## src/rtl/data_mem_port_if.sv

```systemverilog
`default_nettype none
// ------------------------------------------------------------------------
// data_mem_port_if: pipeline-side and memory-bus signals of data_mem_port.
// Rev 1.0
// ------------------------------------------------------------------------
interface data_mem_port_if;
  logic        mem_read;
  logic        mem_write;
  logic        mode;
  logic        sign_ext;
  logic [31:0] addr;
  logic [31:0] wdata;
  logic        stall;
  logic [31:0] rdata;
  logic        rdata_valid;
  logic        bus_req;
  logic        bus_we;
  logic [31:0] bus_addr;
  logic [3:0]  bus_be;
  logic [31:0] bus_wdata;
  logic [31:0] bus_rdata;
  logic        bus_ack;
  logic        misalign;

  modport master (
    output mem_read, mem_write, mode, sign_ext, addr, wdata, bus_rdata, bus_ack,
    input  stall, rdata, rdata_valid, bus_req, bus_we, bus_addr, bus_be,
           bus_wdata, misalign
  );

  modport slave (
    input  mem_read, mem_write, mode, sign_ext, addr, wdata, bus_rdata, bus_ack,
    output stall, rdata, rdata_valid, bus_req, bus_we, bus_addr, bus_be,
           bus_wdata, misalign
  );
endinterface
`default_nettype wire

```

## src/rtl/data_mem_port.sv

```systemverilog
`default_nettype none
// ------------------------------------------------------------------------
// data_mem_port: byte/word load-store unit bridging the pipeline to a
// single-beat memory bus. Option: DMEM_MISALIGN_TRAP_EN. Rev 1.0
// ------------------------------------------------------------------------
module data_mem_port (
  input  wire logic       clk,
  input  wire logic       rst_n,
  data_mem_port_if.slave  bus
);

  typedef enum logic [1:0] {
    ST_IDLE = 2'd0,
    ST_REQ  = 2'd1,
    ST_DONE = 2'd2
  } state_e;

  state_e      state_q, state_d;
  logic        access;
  logic        trap;
  logic        accept;
  logic        stall;

  logic        bus_req_q;
  logic        bus_we_q;
  logic [31:0] bus_addr_q;
  logic [3:0]  bus_be_q;
  logic [31:0] bus_wdata_q;
  logic [31:0] rdata_q;
  logic        rdata_valid_q;
  logic        is_load_q;
  logic        byte_q;
  logic        sext_q;
  logic [1:0]  lane_q;

  logic [7:0]  lane_byte;
  logic [31:0] load_val;

  assign access = bus.mem_read | bus.mem_write;

`ifdef DMEM_MISALIGN_TRAP_EN
  logic misalign_q;

  assign trap = access & ~bus.mode & (bus.addr[1:0] != 2'b00);

  always_ff @(posedge clk) begin
    if (!rst_n) misalign_q <= 1'b0;
    else        misalign_q <= (state_q == ST_IDLE) & trap;
  end

  assign bus.misalign = misalign_q;
`else
  assign trap         = 1'b0;
  assign bus.misalign = 1'b0;
`endif

  always_ff @(posedge clk) begin
    if (!rst_n) state_q <= ST_IDLE;
    else        state_q <= state_d;
  end

  always_comb begin
    state_d = state_q;
    accept  = 1'b0;
    stall   = 1'b0;
    case (state_q)
      ST_IDLE: begin
        if (access && !trap) begin
          accept  = 1'b1;
          stall   = 1'b1;
          state_d = ST_REQ;
        end
      end
      ST_REQ: begin
        stall = 1'b1;
        if (bus.bus_ack) state_d = ST_DONE;
      end
      ST_DONE: state_d = ST_IDLE;
      default: state_d = ST_IDLE;
    endcase
  end

  // Little-endian lane pick and extension use the attributes captured at accept.
  always_comb begin
    lane_byte = 8'h00;
    case (lane_q)
      2'd0: lane_byte = bus.bus_rdata[7:0];
      2'd1: lane_byte = bus.bus_rdata[15:8];
      2'd2: lane_byte = bus.bus_rdata[23:16];
      2'd3: lane_byte = bus.bus_rdata[31:24];
      default: lane_byte = 8'h00;
    endcase
    if (byte_q) load_val = {{24{sext_q & lane_byte[7]}}, lane_byte};
    else        load_val = bus.bus_rdata;
  end

  always_ff @(posedge clk) begin
    if (!rst_n) begin
      bus_req_q     <= 1'b0;
      bus_we_q      <= 1'b0;
      bus_addr_q    <= 32'h0;
      bus_be_q      <= 4'h0;
      bus_wdata_q   <= 32'h0;
      rdata_q       <= 32'h0;
      rdata_valid_q <= 1'b0;
      is_load_q     <= 1'b0;
      byte_q        <= 1'b0;
      sext_q        <= 1'b0;
      lane_q        <= 2'd0;
    end else begin
      rdata_valid_q <= 1'b0;
      if (accept) begin
        bus_req_q  <= 1'b1;
        bus_we_q   <= bus.mem_write;
        is_load_q  <= ~bus.mem_write;
        bus_addr_q <= {bus.addr[31:2], 2'b00};
        byte_q     <= bus.mode;
        sext_q     <= bus.sign_ext;
        lane_q     <= bus.addr[1:0];
        if (bus.mode) begin
          bus_be_q    <= 4'b0001 << bus.addr[1:0];
          bus_wdata_q <= {4{bus.wdata[7:0]}};
        end else begin
          bus_be_q    <= 4'b1111;
          bus_wdata_q <= bus.wdata;
        end
      end
      if ((state_q == ST_REQ) && bus.bus_ack) begin
        bus_req_q <= 1'b0;
        if (is_load_q) begin
          rdata_q       <= load_val;
          rdata_valid_q <= 1'b1;
        end
      end
    end
  end

  assign bus.stall       = stall;
  assign bus.rdata       = rdata_q;
  assign bus.rdata_valid = rdata_valid_q;
  assign bus.bus_req     = bus_req_q;
  assign bus.bus_we      = bus_we_q;
  assign bus.bus_addr    = bus_addr_q;
  assign bus.bus_be      = bus_be_q;
  assign bus.bus_wdata   = bus_wdata_q;

endmodule
`default_nettype wire

```

## src/flat_wrapper.sv

```systemverilog
// flat-port wrapper written by rule: the top's interface ports become plain ports
module data_mem_port_flat 
  (clk, rst_n, bus_mem_read, bus_mem_write, bus_mode, bus_sign_ext, bus_addr, bus_wdata, bus_bus_rdata, bus_bus_ack, bus_stall, bus_rdata, bus_rdata_valid, bus_bus_req, bus_bus_we, bus_bus_addr, bus_bus_be, bus_bus_wdata, bus_misalign);
  data_mem_port_if bus_i ();
  input  wire logic clk;
  input  wire logic rst_n;
  input wire logic [$bits(bus_i.mem_read)-1:0] bus_mem_read;
  input wire logic [$bits(bus_i.mem_write)-1:0] bus_mem_write;
  input wire logic [$bits(bus_i.mode)-1:0] bus_mode;
  input wire logic [$bits(bus_i.sign_ext)-1:0] bus_sign_ext;
  input wire logic [$bits(bus_i.addr)-1:0] bus_addr;
  input wire logic [$bits(bus_i.wdata)-1:0] bus_wdata;
  input wire logic [$bits(bus_i.bus_rdata)-1:0] bus_bus_rdata;
  input wire logic [$bits(bus_i.bus_ack)-1:0] bus_bus_ack;
  output wire logic [$bits(bus_i.stall)-1:0] bus_stall;
  output wire logic [$bits(bus_i.rdata)-1:0] bus_rdata;
  output wire logic [$bits(bus_i.rdata_valid)-1:0] bus_rdata_valid;
  output wire logic [$bits(bus_i.bus_req)-1:0] bus_bus_req;
  output wire logic [$bits(bus_i.bus_we)-1:0] bus_bus_we;
  output wire logic [$bits(bus_i.bus_addr)-1:0] bus_bus_addr;
  output wire logic [$bits(bus_i.bus_be)-1:0] bus_bus_be;
  output wire logic [$bits(bus_i.bus_wdata)-1:0] bus_bus_wdata;
  output wire logic [$bits(bus_i.misalign)-1:0] bus_misalign;
  assign bus_i.mem_read = bus_mem_read;
  assign bus_i.mem_write = bus_mem_write;
  assign bus_i.mode = bus_mode;
  assign bus_i.sign_ext = bus_sign_ext;
  assign bus_i.addr = bus_addr;
  assign bus_i.wdata = bus_wdata;
  assign bus_i.bus_rdata = bus_bus_rdata;
  assign bus_i.bus_ack = bus_bus_ack;
  assign bus_stall = bus_i.stall;
  assign bus_rdata = bus_i.rdata;
  assign bus_rdata_valid = bus_i.rdata_valid;
  assign bus_bus_req = bus_i.bus_req;
  assign bus_bus_we = bus_i.bus_we;
  assign bus_bus_addr = bus_i.bus_addr;
  assign bus_bus_be = bus_i.bus_be;
  assign bus_bus_wdata = bus_i.bus_wdata;
  assign bus_misalign = bus_i.misalign;
  data_mem_port u_core (.clk(clk), .rst_n(rst_n), .bus(bus_i));
endmodule
```

## config.mk

```make
export PLATFORM = sky130hd
export DESIGN_NAME = data_mem_port_flat
export DESIGN_NICKNAME = d
export VERILOG_FILES = /design/src/rtl/data_mem_port_if.sv /design/src/rtl/data_mem_port.sv /design/src/flat_wrapper.sv
export SDC_FILE = /design/constraint.sdc
export NUM_CORES = 1
export LEC_CHECK = 0
export ABC_AREA = 1
export BUFFER_PORTS_ARGS = -buffer_cell sky130_fd_sc_hd__buf_4
export CAP_MARGIN = 25
export CELL_PAD_IN_SITES_DETAIL_PLACEMENT = 1
export CELL_PAD_IN_SITES_GLOBAL_PLACEMENT = 1
export CORE_UTILIZATION = 29
export CTS_CLUSTER_DIAMETER = 150
export DETAILED_ROUTE_END_ITERATION = 8
export PLACE_DENSITY = 0.82
export SLEW_MARGIN = 20
export SYNTH_ARGS = -nofsm -noshare
export SYNTH_HDL_FRONTEND = slang
export SYNTH_SLANG_ARGS = --single-unit
```

## constraint.sdc

```tcl
create_clock -name clk -period 1.1 [get_ports clk]
set_input_delay 0.11 -clock clk [delete_from_list [all_inputs] [get_ports clk]]
set_output_delay 0.11 -clock clk [all_outputs]
set_load 0.02 [all_outputs]
```

# == Yosys cells after proc, flatten, opt, wreduce, memory -nomap -nowiden ==
# Index checks and enable logic that the tools add are counted.
# totals
register_bits,108
in_bits,103
out_inout_bits,105
elab_cells,41
# classes
n_eq_ne,6
n_mux,11
n_reduce_logical,7
bitwise,4
shift,1
# op_table
op,n
32-bit 2-to-1 mux,2
8-bit case mux with 4 select lines,1
2-bit AND reduction,3
"2-bit by 1-bit equality test with 1-bit output, second input constant",2
"2-bit equality test, second input constant",2
2-bit zero test,2
2-bit 2-to-1 mux,2
4-bit 2-to-1 mux,1
2-bit case mux with 2 select lines,1
"1-bit by 2-bit left shift with 4-bit output, first input constant",1
1-bit 2-to-1 mux,3
"2-bit by 1-bit != test with 1-bit output, second input constant",1
"2-bit != test, second input constant",1
1-bit inverter,2
1-bit case mux with 2 select lines,1
2-bit OR reduction,1
1-bit bitwise AND,1
1-bit logical AND,1
1-bit bitwise OR,1

# == Longest topological paths before layout ==
# Gate-level depths: netlist of the first run.
# depth
depth_word,4
depth_mapped,8
mapped_depth_nobuf,7

# == Worst setup path before layout of the first run ==
# OpenSTA, ideal clock, no wires.
# synth_timing
path_type,flip-flop to flip-flop
startpoint,register u_core.lane_q[1]
endpoint,"register u_core.rdata_q[13], in the netlist u_core.bus.rdata[13]"
t_arrival_ps,1092
stages_incl_launch_ff,8
period_less_slack_ps,1213
path_buffers,2
setup_slack_ps,-113
required_time_ps,978
setup_ps,122
cell_sequence,dfxtp_1 > inv_2 > buf_4 > o21bai_2 > nand3_1 > nand3_4 > buf_6 > a21oi_2
# synth_via
elab_chain_cells,4
elab_cells_between_ends,7
classes_between,eq/ne: 3; mux: 2; bitwise: 1; reduce/logical: 1
# synth_lines
element,line,text
"start, declared",data_mem_port.sv:34,logic [1:0] lane_q;
"start signal, assigned",data_mem_port.sv:119,lane_q <= bus.addr[1:0];
"2-bit equality test, or another cell as far along",data_mem_port.sv:86,case (lane_q)
8-bit case mux with 4 select lines *,data_mem_port.sv:86,
1-bit bitwise AND *,data_mem_port.sv:93,"if (byte_q) load_val = {{24{sext_q & lane_byte[7]}}, lane_byte};"
32-bit 2-to-1 mux *,data_mem_port.sv:93,
"end signal, assigned",data_mem_port.sv:131,rdata_q <= load_val;
"end, declared",data_mem_port.sv:29,logic [31:0] rdata_q;
# Every way passes the cells marked *; elsewhere a longest branch is shown, timed or not.
# A chain may end at the register's enable or synchronous reset.

# == Final worst setup path of the first run ==
# layout_timing
startpoint,register u_core.state_q[0]
endpoint,"register u_core.rdata_q[27], in the netlist u_core.bus.rdata[27]"
# layout_via
elab_chain_cells,3
# layout_lines
element,line,text
"start, declared",data_mem_port.sv:18,"state_e state_q, state_d;"
"start signal, assigned",data_mem_port.sv:59,else state_q <= state_d;
2-bit by 1-bit equality test with 1-bit output,data_mem_port.sv:128,if ((state_q == ST_REQ) && bus.bus_ack) begin
1-bit logical AND,data_mem_port.sv:128,
2-bit AND reduction (no line),n/a,
# No other way between the ends.

==> results.toml, run 1 <==
[setup_path]
timing.rr.start = "u_core.state_q[0]"
crit_required_ps = 1390
start_kind = "flip-flop"
critical_path_class = "flip-flop to flip-flop"
rrSetupSlack_ps = -190
cp-end-kind = "flip-flop"
path_max_fanout = 8
startpoint = "u_core.state_q[0]"
cp.arrival_ps = 1580

[synth]
synth_seq_cells = 108
synth.top_cell.area_share = 0.471
yosysWarnings = 0
synth.distinct_cells = 23
synth_area_leader_cell = "dfxtp_1"
synth_common_cells = "nor2_1, o21ai_0, dfxtp_1, inv_1, nand2_1"
avgSynthCellArea_um2 = 7.27
synth-edff-count = 0
ys_top_cells_by_area = "dfxtp_1, o21ai_0, nor2_1"
synth_seq_area_share = 0.471
netlist_instances = 631
yosysMostFrequentCell = "nor2_1"
async_reset_ff_frac = 0
synth_area_mm2 = 0.00459
synth_ff_type = "dfxtp_1"

[power]
pwr-share-seq = 0.416
ir_drop_mv = 0.735
clkPwrFrac = 0.313
p_int_w = 0.00751
p_sw_frac = 0.300
p_comb_frac = 0.271
p_sw_w = 0.00322
power_leakage_nw = 3.52
power_density_mw_per_mm2 = 1440

[floorplanning]
fp.dieW_um = 128
die-area_mm2 = 0.0163
num_rows = 45
die_y_um = 128
ios = 208
core_mm2 = 0.0153
start_util = 0.299

[routing]
firstDrtPassIters = 4
ant_nets = 0
avgRoutedWirePerCell_um = 16.1
first_iter_violations = 232
via_count = 5046
drc_errors = 0
routed_wl_um = 17200
viasPerCell = 4.73

[grt]
grt_pass1_wl_um = 26000
grt_remaining_overflow = 0
grt_max_degree = 55
grtUsageTotal = 0.203
grt_pass1_vias = 5129
antenna_found_initial = 0

[place]
port_buffers = 204
place_congestion = 0.835
dpl.cell_count = 1032
dp_hpwl_um = 11700
placed_cell_area_mm2 = 0.00663

[timing]
final.setup.tns_ps = -10410
setup_viol = 107
hold_violations = 4
period_share = 1.17
fin_skew_ps = 4.95
rsz0062_at_grt = "true"
fin_hold_ws_ps = -6.61
fin_ws_ps = -190
drv_slew = 0
fmax_ghz = 0.775
fin_crit_ps = 1290

[finish]
diodes = 0
stdcell_count = 1067
fin_nets = 957
drive_gt1_frac = 0.425
syn_to_final_growth_pct = 62.0
final_cell_area_mm2 = 0.00743

[min_path]
hp-class = "input pin to flip-flop"
hp-start = "bus_addr[3]"

[outcome]
violations = "negative hold slack, negative setup slack"
status = "complete, but fails checks"

[clocking]
cts.path.max_buffers = 2
clock-sinks = 108
cts_root_buffer = "clkbuf_16"
cts_buffers = 9
htreeDepth = 3
path_clk_slew_ps = 70
clk_latency_ps = 340
cts_tree = "built"

[run]
cap_violations = 0
per-stage QoR:
step / setup WS (ps) / utilization / total power [W]
after floorplan: -38.3 / - / 0.00586
after global placement: -87.5 / 0.433 / 0.00708
after detailed placement: -135 / 0.433 / 0.00714
after CTS: -200 / 0.468 / 0.0107
after global routing: -269 / 0.485 / 0.0113
final: -190 / 0.485 / 0.0107
final cells by class:
class,instances,area (um^2)
flip-flops and latches,108,2170
fillers,1884,7880
inverters,56,220
well taps,211,264
clock inverters,3,65.1
repair buffers,253,2200
multi-input cells,426,2280
clock buffers,10,229
state kept, by name, summed over array words and instances, names as in the netlist:
name,count
u_core.bus.bus_wdata,32
u_core.byte_q,1
u_core.state_q,2
u_core.bus.rdata_valid,1
u_core.bus.bus_be,4
u_core.bus.bus_we,1
u_core.bus.rdata,32
u_core.lane_q,2
u_core.bus.bus_req,1
u_core.is_load_q,1
u_core.sext_q,1
u_core.bus.bus_addr,30
layout by cell type (no fill, tap or decap):
| cell | count |
|---|---|
| nand3_1 | 18 |
| buf_16 | 1 |
| conb_1 | 3 |
| nand2_2 | 4 |
| buf_12 | 12 |
| o21ai_1 | 44 |
| clkinv_2 | 1 |
| dfxtp_2 | 3 |
| o21ai_0 | 58 |
| inv_2 | 4 |
| a21oi_1 | 18 |
| nand3_2 | 1 |
| dlygate4sd3_1 | 8 |
| nand2_4 | 3 |
| nand2_1 | 44 |
| inv_1 | 50 |
| bufinv_16 | 2 |
| clkbuf_1 | 1 |
| buf_4 | 221 |
| or2_2 | 5 |
| inv_4 | 1 |
| a21oi_2 | 49 |
| nor3_4 | 1 |
| dfxtp_4 | 1 |
| nor2_4 | 7 |
| nor2_1 | 144 |
| clkbuf_16 | 14 |
| o21ai_2 | 19 |
| nor2_2 | 5 |
| buf_6 | 6 |
| nand3_4 | 2 |
| inv_8 | 1 |
| o21bai_4 | 1 |
| dfxtp_1 | 104 |
worst max-delay path: stages, from the launching register on:
cell and delay [ps]:
dfxtp_2 360, inv_4 50, nor2_4 120, nand2_4 90, nor2_4 130, buf_12 130, buf_6 150, o21ai_1 80
a21oi_2 120
routing by layer:
metal / GRT usage / share of wire
met5: 0 / 0
met4: 0.0727 / 0.023
met3: 0.0722 / 0.090
met2: 0.349 / 0.49
met1: 0.233 / 0.40
power by group through the flow:
stage	logic, W	registers, W	clock network, W
after floorplan	0.000958	0.00490	0
after global placement	0.00256	0.00452	0
after detailed placement	0.00260	0.00454	0
after CTS	0.00276	0.00445	0.00346
after global routing	0.00316	0.00450	0.00361
final	0.00291	0.00446	0.00335
final timing paths:
kind | end | cells past startpoint
hold / removal | u_core.bus.bus_addr[3] | 3
setup reg to reg | u_core.bus.rdata[27] | 8
setup / recovery | u_core.bus.rdata[27] | 8
hold reg to reg | u_core.bus.bus_we | 2
repair_timing:
action / CTS / global route
cloned: 1 / 6
buffers inserted: 5 / 2
hold buffers: 8 / 0
hold endpoints to repair: 8 / 0
setup endpoints to repair: 102 / 108
gates resized for setup: 64 / 55
pin swaps: 4 / 5
cells by family after synthesis:
| kind of cell | share of synthesized area |
|---|---|
| AND/OR/NAND/NOR | 0.211 |
| AO/OA/AOI/OAI | 0.224 |
| flip-flops | 0.471 |
| buffers and inverters | 0.0925 |
| other | 0.000818 |
Power figures use the tool's default switching activity.
==> inputs of run 2 (changes only) <==
--- a/config.mk
+++ b/config.mk
@@ -18,3 +18,4 @@
 export SYNTH_ARGS = -nofsm -noshare
 export SYNTH_HDL_FRONTEND = slang
 export SYNTH_SLANG_ARGS = --single-unit
+export TNS_END_PERCENT = 1
==> run 2 against run 1 <==
Compared with the run above: the flow finishes with violations (negative setup slack); via count is essentially flat; sequential share of layout area rose by 0.27 points; final area shrank 0.91%; critical endpoint is now bus_stall; largest power group unchanged.
==> results.toml, run 2 (synthesis gave the netlist of run 1 again) <==
[outcome]
status = "complete, but fails checks"
violations = "negative setup slack"

[clocking]
clock-sinks = 108
path_clk_slew_ps = 70
clk_latency_ps = 350
htreeDepth = 3
cts_root_buffer = "clkbuf_16"
cts_tree = "built"
cts_buffers = 9
cts.path.max_buffers = 2

[timing]
fin_crit_ps = 1300
fin_skew_ps = 6.77
period_share = 1.18
fmax_ghz = 0.768
rsz0062_at_grt = "true"
setup_viol = 106
fin_ws_ps = -201
hold_violations = 0
final.setup.tns_ps = -12330
drv_slew = 0

[routing]
viasPerCell = 4.68
firstDrtPassIters = 4
ant_nets = 0
first_iter_violations = 216
routed_wl_um = 17200
via_count = 5051
drc_errors = 0
avgRoutedWirePerCell_um = 16.0

[finish]
final_cell_area_mm2 = 0.00736
final_cell_mix = "buf_4, nor2_1, dfxtp_1"
multi_input_area_mm2 = 0.00216
ff_latch_area_mm2 = 0.00217
fin_nets = 968
diodes = 0
syn_to_final_growth_pct = 60.6
layout_commonest_cell = "buf_4"
drive_gt1_frac = 0.386
nFillCells = 1906

[setup_path]
path_max_fanout = 2
path_cells = "inv_2, buf_6, nand3_4, buf_8, nand2_4, buf_6"
path_common_cell = "buf_6"
crit_buf_inv = 4
crit_required_ps = 990
cp.arrival_ps = 1190
max_stage_delay_ps = 330
start_kind = "flip-flop"
cp_top_family = "buffers and inverters"
cp-end-kind = "output pin"
critical_path_class = "flip-flop to output pin"
slowest_stage = "dfxtp_2"

[grt]
grt_pass1_wl_um = 26100
use_met3 = 0.0326
met1_usage = 0.251
grt_max_degree = 54
grt.busiest_layer = "met2"
grt_pass1_vias = 5050
grtUsageTotal = 0.207
antenna_found_initial = 0
grt_remaining_overflow = 0
use_met2 = 0.360

[floorplanning]
core_mm2 = 0.0153
num_rows = 45
die_y_um = 128
start_util = 0.299
die-area_mm2 = 0.0163
ios = 208
fp.dieW_um = 128

[power]
power_leakage_nw = 3.51
ir_drop_mv = 0.753
power_density_mw_per_mm2 = 1450

[place]
place_congestion = 0.846
port_buffers = 204
place_ws_ps = -146
dp_hpwl_um = 12000
placed_cell_area_mm2 = 0.00665

[run]
cap_violations = 0

[min_path]
hp-class = "input pin to flip-flop"
-- run 2: changes by cell type in the layout (fill, tap and decap cells not counted), sizes merged --
cell,before,now
clkbuf,15,13
dlygate4sd3,8,21
clkinvlp,0,2
buf,240,241
bufinv,2,1
-- run 2: final timing paths --
kind	start	to	slack [ps]	cells past startpoint
setup reg to reg	u_core.state_q[1]	u_core.bus.bus_addr[26]	-160	8
hold / removal	bus_addr[11]	u_core.bus.bus_addr[11]	10	3
hold reg to reg	u_core.bus.bus_we	u_core.bus.bus_we	470	2
setup / recovery	u_core.state_q[1]	bus_stall	-200	6
-- run 2: cell type report --
type                       instances  share of cell area
timing repair buffer             264               0.306
sequential                       108               0.295
multi-input combinational        426               0.294
tap                              211              0.0359
clock buffer                      11              0.0330
inverter                          56              0.0299
clock inverter                     4             0.00680
-- run 2: per-stage QoR --
| step | std cells | total power, W | hold slack (ps) | util |
|---|---|---|---|---|
| finish | 1080 | 0.0106 | 11.9 | 0.481 |
| global route | 1080 | 0.0112 | 12.8 | 0.481 |
| CTS | 1078 | 0.0106 | 0.727 | 0.474 |
| detailed placement | 1039 | 0.00711 | 369 | 0.434 |
| global placement | 1039 | 0.00705 | 361 | 0.434 |
| floorplan | 633 | 0.00585 | 251 | - |
-- run 2: timing repair --
| item | CTS | global route |
|---|---|---|
| pin swaps | 1 | 1 |
| setup buffers | 2 | 0 |
| gates cloned | 1 | 2 |
| hold buffers | 21 | 0 |
| setup endpoints to repair | 103 | 107 |
| resized for setup | 80 | 32 |
| endpoints found under the hold margin | 21 | 0 |
-- run 2: power by group --
group	total (W)	switching, W	internal [W]
clock	0.00331	0.00149	0.00182
sequential	0.00446	0.000204	0.00425
combinational	0.00288	0.00160	0.00128
total	0.0106	0.00329	0.00735
-- run 2: tightest hold or removal path: stages --
cell     delay [ps]
buf_4            80
o21ai_1          60
nor2_1           80
-- run 2: layer usage --
metal / part of all wire / up-vias
li1: - / 2495
met1: 0.44 / 2402
met2: 0.50 / 125
met3: 0.037 / 29
met4: 0.029 / 0
met5: 0 / -
